### src/rtl/multdiv_unit.sv
// Iterative signed 32-bit multiply / divide unit for the pipeline's DX stage.
// Multiply: radix-2 shift-add on magnitudes. Divide: restoring division on
// magnitudes. Both take 32 iteration edges plus one finalize edge. On the
// finalize edge the result is published with a one-cycle data_resultRDY pulse.
module multdiv_unit (
    input  logic        clock,
    input  logic        reset,
    input  logic        ctrl_MULT,
    input  logic        ctrl_DIV,
    input  logic [31:0] data_operandA,
    input  logic [31:0] data_operandB,
    input  logic [4:0]  tag_in,
    output logic [31:0] data_result,
    output logic        data_exception,
    output logic        data_resultRDY,
    output logic [4:0]  tag_out,
    output logic        busy
);

    typedef enum logic [1:0] {
        IDLE = 2'd0,
        MULT = 2'd1,
        DIV  = 2'd2,
        DONE = 2'd3
    } state_t;

    state_t      state_r;
    logic [5:0]  cnt_r;
    logic [4:0]  tag_r;
    logic        neg_r;       // result sign = signA ^ signB
    logic        div_zero_r;  // divisor was zero
    logic        div_ovf_r;   // 0x80000000 / -1
    logic [63:0] acc_r;       // product accumulator
    logic [63:0] mcand_r;     // multiplicand magnitude, shifts left
    logic [31:0] mplier_r;    // multiplier magnitude, shifts right
    logic [31:0] rem_r;       // partial remainder
    logic [31:0] quo_r;       // dividend bits shift out, quotient bits shift in
    logic [31:0] dvs_r;       // divisor magnitude

    logic        start_s;
    logic [32:0] div_shift_s;
    logic [32:0] div_diff_s;
    logic        div_ge_s;
    logic [63:0] prod_signed_s;
    logic        mult_exc_s;
    logic [31:0] quo_signed_s;

    // Two's-complement magnitude; 0x80000000 maps to 2^31, which fits unsigned.
    function automatic logic [31:0] abs32(input logic [31:0] v);
        abs32 = v[31] ? (~v + 32'd1) : v;
    endfunction

    // Exactly one strobe starts an operation; both high is treated as no strobe.
    assign start_s = ctrl_MULT ^ ctrl_DIV;

    // Divide step datapath and finalize-time sign/exception logic.
    always_comb begin
        div_shift_s   = {rem_r, quo_r[31]};
        div_diff_s    = div_shift_s - {1'b0, dvs_r};
        div_ge_s      = (div_shift_s >= {1'b0, dvs_r});
        prod_signed_s = neg_r ? (~acc_r + 64'd1) : acc_r;
        mult_exc_s    = (prod_signed_s[63:31] != {33{prod_signed_s[31]}});
        quo_signed_s  = neg_r ? (~quo_r + 32'd1) : quo_r;
    end

    // Control FSM, iteration datapath and registered outputs.
    always_ff @(posedge clock or posedge reset) begin
        if (reset) begin
            state_r        <= IDLE;
            cnt_r          <= 6'd0;
            tag_r          <= 5'd0;
            neg_r          <= 1'b0;
            div_zero_r     <= 1'b0;
            div_ovf_r      <= 1'b0;
            acc_r          <= 64'd0;
            mcand_r        <= 64'd0;
            mplier_r       <= 32'd0;
            rem_r          <= 32'd0;
            quo_r          <= 32'd0;
            dvs_r          <= 32'd0;
            data_result    <= 32'd0;
            data_exception <= 1'b0;
            data_resultRDY <= 1'b0;
            tag_out        <= 5'd0;
            busy           <= 1'b0;
        end else begin
            data_resultRDY <= 1'b0;
            if (start_s) begin
                // A start edge aborts anything in flight without a RDY pulse.
                state_r    <= ctrl_MULT ? MULT : DIV;
                cnt_r      <= 6'd0;
                tag_r      <= tag_in;
                neg_r      <= data_operandA[31] ^ data_operandB[31];
                div_zero_r <= (data_operandB == 32'd0);
                div_ovf_r  <= (data_operandA == 32'h8000_0000) && (data_operandB == 32'hFFFF_FFFF);
                acc_r      <= 64'd0;
                mcand_r    <= {32'd0, abs32(data_operandA)};
                mplier_r   <= abs32(data_operandB);
                rem_r      <= 32'd0;
                quo_r      <= abs32(data_operandA);
                dvs_r      <= abs32(data_operandB);
                busy       <= 1'b1;
            end else begin
                case (state_r)
                    IDLE: begin
                        state_r <= IDLE;
                    end
                    MULT: begin
                        if (cnt_r == 6'd32) begin
                            data_result    <= prod_signed_s[31:0];
                            data_exception <= mult_exc_s;
                            tag_out        <= tag_r;
                            data_resultRDY <= 1'b1;
                            busy           <= 1'b0;
                            state_r        <= DONE;
                        end else begin
                            if (mplier_r[0]) begin
                                acc_r <= acc_r + mcand_r;
                            end else begin
                                acc_r <= acc_r;
                            end
                            mcand_r  <= {mcand_r[62:0], 1'b0};
                            mplier_r <= {1'b0, mplier_r[31:1]};
                            cnt_r    <= cnt_r + 6'd1;
                        end
                    end
                    DIV: begin
                        if (cnt_r == 6'd32) begin
                            if (div_zero_r) begin
                                data_result    <= 32'd0;
                                data_exception <= 1'b1;
                            end else if (div_ovf_r) begin
                                data_result    <= 32'h8000_0000;
                                data_exception <= 1'b1;
                            end else begin
                                data_result    <= quo_signed_s;
                                data_exception <= 1'b0;
                            end
                            tag_out        <= tag_r;
                            data_resultRDY <= 1'b1;
                            busy           <= 1'b0;
                            state_r        <= DONE;
                        end else begin
                            if (div_ge_s) begin
                                rem_r <= div_diff_s[31:0];
                                quo_r <= {quo_r[30:0], 1'b1};
                            end else begin
                                rem_r <= div_shift_s[31:0];
                                quo_r <= {quo_r[30:0], 1'b0};
                            end
                            cnt_r <= cnt_r + 6'd1;
                        end
                    end
                    DONE: begin
                        state_r <= IDLE;
                    end
                    default: begin
                        state_r <= IDLE;
                        busy    <= 1'b0;
                    end
                endcase
            end
        end
    end

endmodule

### config.mk
export PLATFORM = sky130hd
export DESIGN_NAME = multdiv_unit
export DESIGN_NICKNAME = d
export VERILOG_FILES = /design/src/rtl/multdiv_unit.sv
export SDC_FILE = /design/constraint.sdc
export NUM_CORES = 1
export LEC_CHECK = 0
export ABC_AREA = 1
export BUFFER_PORTS_ARGS = -buffer_cell sky130_fd_sc_hd__buf_2
export CAP_MARGIN = 10
export CORE_MARGIN = 2
export CORE_UTILIZATION = 35
export DETAILED_ROUTE_END_ITERATION = 16
export GPL_ROUTABILITY_DRIVEN = 1
export PLACE_DENSITY = 0.49
export SLEW_MARGIN = 0
export SYNTH_ARGS = -nofsm -noshare
export SYNTH_HDL_FRONTEND = slang
export SYNTH_SLANG_ARGS = --single-unit
### constraint.sdc
create_clock -name clock -period 9.4 [get_ports clock]
set_input_delay 1.41 -clock clock [delete_from_list [all_inputs] [get_ports clock]]
set_output_delay 1.41 -clock clock [all_outputs]
set_load 0.02 [all_outputs]
==> metrics.csv, run 1 <==
stage;metric;value;unit
clocking;clock_latency;0.57;ns
floorplanning;ioPinCount;113;
yosys;syn_nets;3826;
floorplanning;fp-row-count;95;
timing;period_share;43.6;%
outcome;outcome;completed;
critical_path;cp-start-kind;primary input;
place;place_inst;4538;
clocking;cts_tree;built;
power;finalPower;5.99;mW
power;seq_power_share;31.3;%
clocking;ctsResizeCount;0;
grt;antenna_found_initial;2;
yosys;synthCells;3647;
critical_path;cp-end-kind;register;
clocking;cts.sinks;312;
clocking;hold_buffers;0;
yosys;synth_seq_cells;312;
yosys;synth-main-ff-cell;dfrtp_1;
power;p_clk_share;26.7;%
finish;fin_cells;4607;
power;p_int;3.28;mW
routing;wire_per_inst;19.5;um
critical_path;path_cells;buf_2 > inv_1 > nand2_1 > inv_1 > nor2_4 > clkinv_2 > nor2_1 > nand3_1 > clkinv_1 > buf_4 > o31ai_1 > a21oi_1 > nor2_1;
timing;setup_viol_count_final;0;
yosys;synth.most_common_cell;nand2_1;
floorplanning;die-area;70300;sq um
critical_path;cp.arrival;4.56;ns
clocking;postCtsSetupBuffers;0;
routing;route.vias.total;24500;
place;port_buffers;112;
place;gp_congestion;0.936;
timing;tightest_slew;1.09;ns
critical_path;worst-setup-path-type;in -> reg;
yosys;yosysTopAreaCell;dfrtp_1;
yosys;synth_area_per_cell;6.55;sq um
clocking;clk_pin_slew;0.06;ns
timing;max_clock_freq;244;MHz
routing;firstDrtPassIters;6;
yosys;netlist_area;23900;sq um
critical_path;max_stage_delay;0.60;ns
routing;ant_nets;0;
critical_path;ff2ff_setup_slack;5.39;ns
place;hpwl;70500;um
yosys;netlist_top_cells_area;dfrtp_1 33%, nand2_1 13%, nor2_1 7.7%;
finish;finalNetCount;3887;
routing;drt-total-wl;90000;um
timing;setup_tns;0;ns
grt;grt_pass1_vias;23100;
floorplanning;core-area;67400;sq um
routing;viasPerCell;5.32;
floorplanning;dieHeight;265;um
critical_path;crit_required;9.85;ns
routing;initialDrtViolationCount;2028;
grt;grt_pass1_wl;139000;um
grt;track_usage;25.4;%
finish;antenna_cells;0;
power;p_sw_share;45.3;%
yosys;ys_warn_count;0;
power;ir_drop;0.112;mV
yosys;netlist_top_cells_count;820 x nand2_1, 491 x nor2_1, 410 x inv_1;
yosys;netlist.area_leader.share;32.7;%
yosys;yosysSeqAreaShare;32.7;%
clocking;cts.htree.levels;2;
timing;skew;0.0169;ns
min_path;hp-class;reg -> reg;
clocking;cts_buffers;41;
power;combPwrFrac;42.0;%
floorplanning;die_w;265;um
timing;rsz0062_at_grt;no;
timing;slew_headroom;27.6;%
floorplanning;initial_core_util;35.4;%
timing;fin_crit;4.10;ns
grt;grt-ovfl-total;0;
timing;finalHoldViolCount;0;
power;switchingPower;2.71;mW
power;leakagePower;13.1;nW
critical_path;cpMaxStageDelayCell;nand3_1;
grt;grt_max_degree;154;
routing;drc;0;
timing;slew_viol_final;0;
yosys;synthArstFlopShare;100;%
power;power_density;225;nW/um^2
flow_run;maxCapViolations;0;
clocking;clk_path_buf_depth;3;
yosys;synth_cell_type_count;57;
finish;drive_gt1_share;7.12;%
finish;area_growth;11.3;%
clocking;cts-root-buf;clkbuf_16;
critical_path;cp_max_fo;53;
yosys;synth-edff-count;0;
==> cells by family after synthesis <==
family                   share of synthesized area (%)
AO/OA/AOI/OAI                                     20.4
XOR/XNOR                                          1.28
adder cells (fa/ha/maj)                           5.62
buffers and inverters                             8.69
flip-flops                                        32.7
AND/OR/NAND/NOR                                   31.3
==> layer usage <==
| layer | part of all wire (%) | GRT usage, % |
|---|---|---|
| met3 | 4.9 | 2.38 |
| met1 | 48 | 36.4 |
| met2 | 45 | 40.6 |
| met4 | 2.7 | 7.21 |
| met5 | 0.012 | 0 |
==> final cells by class <==
cell class | instances | area, sq um
fill | 7380 | 40800
multi-input combinational | 2793 | 14000
sequential | 312 | 7810
inverter | 429 | 1620
clock buffer | 54 | 1120
tap | 873 | 1090
timing repair buffer | 131 | 728
clock inverter | 15 | 198
==> layout by cell type (no fill, tap or decap), types with 34 or more instances in the layout <==
cell type / Yosys / routed
inv_1: 410 / 408
dfrtp_1: 312 / 311
buf_2: 14 / 112
o21ai_0: 300 / 300
nand2_1: 820 / 820
a21oi_1: 297 / 297
o22ai_1: 34 / 34
nand4_1: 41 / 41
ha_1: 104 / 104
o21ai_1: 80 / 80
clkbuf_16: 0 / 41
nand3_1: 302 / 302
nor2_1: 491 / 490
a31oi_1: 52 / 52
==> state kept, by name (all words and copies together) (netlist names) <==
name,cells
acc_r,64
mcand_r,64
data_result,32
dvs_r,32
mplier_r,32
quo_r,32
rem_r,32
cnt_r,6
tag_out,5
tag_r,5
state_r,2
busy,1
data_exception,1
data_resultRDY,1
div_ovf_r,1
div_zero_r,1
neg_r,1
==> path summary, 6_finish.rpt <==
| path | start | to | cells after the start |
|---|---|---|---|
| worst max-delay path | ctrl_DIV | data_result[24] | 13 |
| worst max register to register | state_r[0] | data_result[24] | 12 |
| worst min-delay path | tag_out[3] | tag_out[3] | 2 |
| min in group asynchronous | reset | data_result[5] | 2 |
| worst min register to register | tag_out[3] | tag_out[3] | 2 |
| max in group asynchronous | reset | tag_out[0] | 4 |
==> power groups by stage <==
| stage | logic, mW | clock network [mW] | registers [mW] |
|---|---|---|---|
| 2_1_floorplan | 1.65 | 0 | 1.86 |
| 6_report | 2.51 | 1.60 | 1.88 |
| 4_1_cts | 2.50 | 1.65 | 1.87 |
| 3_3_place_gp | 2.50 | 0 | 1.89 |
| 5_1_grt | 2.82 | 1.69 | 1.90 |
| 3_5_place_dp | 2.50 | 0 | 1.89 |
==> stage by stage <==
step | instance area, sq um | utilization [%] | setup WS [ns] | hold WS, ns
after global routing | 26600 | 39.4 | 5.03 | 0.507
after global placement | 25300 | 37.5 | 4.85 | 0.466
after floorplan | 23900 | - | 3.84 | 0.445
final | 26600 | 39.4 | 5.30 | 0.476
after detailed placement | 25300 | 37.5 | 4.75 | 0.466
after CTS | 26600 | 39.4 | 5.34 | 0.481
==> critical path: cells and delay by family <==
kind                   cells  cell delay, ns
buffers and inverters      6            1.41
AND/OR/NAND/NOR            5            1.34
AO/OA/AOI/OAI              2            0.35
No activity file was read; power rests on OpenSTA's default activity.
==> inputs of run 2 (changes only) <==
- PLACE_DENSITY: 0.49 -> 0.47
- clock period: 9.4 -> 4 ns (I/O delays scaled with it)
==> run 2 against run 1 <==
Compared with the run above:
- core utilization grew 0.57 points
- die area stayed put
- sequential cell count unchanged
- clock power increased to 2.5 times the previous value
- first-iteration DRC count about the same
- clock-buffer cell count rose by 3
- global-route usage rose by 0.79 points
- critical path depth did not move
- final cell count increased by 0.63%
- critical endpoint is now data_result[26]
- largest cell class unchanged
- largest power group unchanged
==> metrics.csv, run 2 (synthesized netlist as in run 1, its figures left out) <==
stage;metric;value;unit
outcome;outcome;completed;
timing;max_clock_freq;325;MHz
clocking;clock_latency;0.59;ns
timing;slew_headroom;35.4;%
timing;period_share;76.9;%
routing;wire_per_inst;19.9;um
clocking;postCtsSetupBuffers;0;
floorplanning;die-area;70300;sq um
clocking;clk_pin_slew;0.06;ns
finish;design_area;27000;sq um
clocking;cts.htree.levels;2;
timing;setup_tns;0;ns
grt;grt_max_degree;106;
routing;initialDrtViolationCount;2030;
critical_path;max_stage_delay;0.48;ns
routing;drt-total-wl;92400;um
floorplanning;dieHeight;265;um
timing;fin_crit;3.08;ns
floorplanning;fp-row-count;95;
critical_path;critical-path-top-delay-family;buffers and inverters;
grt;grt_pass1_vias;23400;
clocking;clk_path_buf_depth;3;
routing;firstDrtPassIters;5;
floorplanning;initial_core_util;35.4;%
routing;route.vias.total;24700;
critical_path;path_cells;inv_1 > ha_1 > nand4_1 > inv_2 > nor2_1 > buf_4 > inv_2 > nand3_1 > clkinv_1 > buf_4 > o21ai_0 > a21oi_1 > nor2_1;
floorplanning;core-area;67400;sq um
critical_path;cp.arrival;3.56;ns
critical_path;cpMaxStageDelayCell;nand3_1;
clocking;ctsResizeCount;0;
place;place_area;25500;sq um
floorplanning;die_w;265;um
critical_path;worst-setup-path-type;reg -> reg;
grt;grt-ovfl-total;0;
min_path;hp-class;in -> async;
timing;tightest_slew;0.959;ns
critical_path;cp_max_fo;54;
place;gp_congestion;0.923;
power;ir_drop;0.368;mV
clocking;cts_tree;built;
finish;final_common_cell;nand2_1;
critical_path;crit_required;4.48;ns
clocking;cts.sinks;312;
power;finalPower;14.5;mW
routing;ant_nets;0;
clocking;hold_buffers;0;
finish;mostFrequentLayoutCells;820 x nand2_1, 490 x nor2_1, 408 x inv_1;
timing;skew;0.0381;ns
routing;drc;0;
timing;setup_viol_count_final;0;
grt;track_usage;26.2;%
finish;reg_top3;acc_r x64, mcand_r x64;
grt;antenna_found_initial;1;
place;hpwl;73000;um
finish;n_fill_cell;7335;
timing;finalHoldViolCount;0;
place;port_buffers;112;
critical_path;crit_buf_inv;6;
clocking;cts-root-buf;clkbuf_16;
power;power_density;537;nW/um^2
critical_path;cp-start-kind;register;
finish;drive_gt1_share;7.87;%
finish;area_growth;13.0;%
grt;grt_pass1_wl;142000;um
power;leakagePower;13.3;nW
critical_path;cp-end-kind;register;
flow_run;maxCapViolations;0;
clocking;cts_buffers;42;
timing;rsz0062_at_grt;no;
timing;slew_viol_final;0;
routing;viasPerCell;5.33;
finish;finalNetCount;3910;
floorplanning;ioPinCount;113;
==> run 2: cell types whose count changed in the layout (fill, tap and decap cells not counted), sizes merged <==
cell and delta:
clkinv +5, buf +22, clkbuf +3, clkinvlp -1
bufinv +2, diode +1, inv -3
==> run 2: layout make-up <==
cell class	instances	area, sq um	area share, %
sequential	312	7810	29.0
clock inverter	18	268	0.993
timing repair buffer	153	956	3.54
tap	873	1090	4.05
antenna	1	2.50	0.00928
inverter	429	1620	5.99
multi-input combinational	2793	14000	52.0
clock buffer	57	1210	4.48
==> run 2: routing by layer <==
metal / up-vias / GRT usage, % / routed length, um
li1: 12400 / - / -
met1: 11600 / 37.0 / 43100
met2: 646 / 42.8 / 42500
met3: 101 / 3.27 / 4960
met4: 2 / 5.59 / 1840
met5: - / 0 / 13
==> run 2: power by group <==
group,switching (mW),total [mW],internal [mW]
Clock,1.56,4.06,2.50
Sequential,0.610,4.38,3.77
Combinational,4.29,6.05,1.76
Total,6.46,14.5,8.03
==> run 2: final timing paths <==
| check | slack, ns | cells after the start | startpoint | to |
|---|---|---|---|---|
| max reg2reg | 0.92 | 13 | cnt_r[0] | data_result[26] |
| max in group asynchronous | 2.88 | 3 | reset | dvs_r[16] |
| max | 0.92 | 13 | cnt_r[0] | data_result[26] |
| min | 0.14 | 2 | reset | data_result[7] |
| min in group clock | 0.25 | 3 | tag_in[2] | tag_r[2] |
| min reg2reg | 0.47 | 2 | data_result[22] | data_result[22] |
==> run 2: metrics by stage <==
stage,cells,utilization [%],setup WS [ns],hold WS (ns)
after floorplan,3647,-,-0.755,0.445
after global placement,4560,37.8,0.924,0.460
after detailed placement,4560,37.8,0.910,0.462
after CTS,4635,40.0,0.896,0.143
after global routing,4635,40.0,0.623,0.158
final,4636,40.0,0.923,0.141
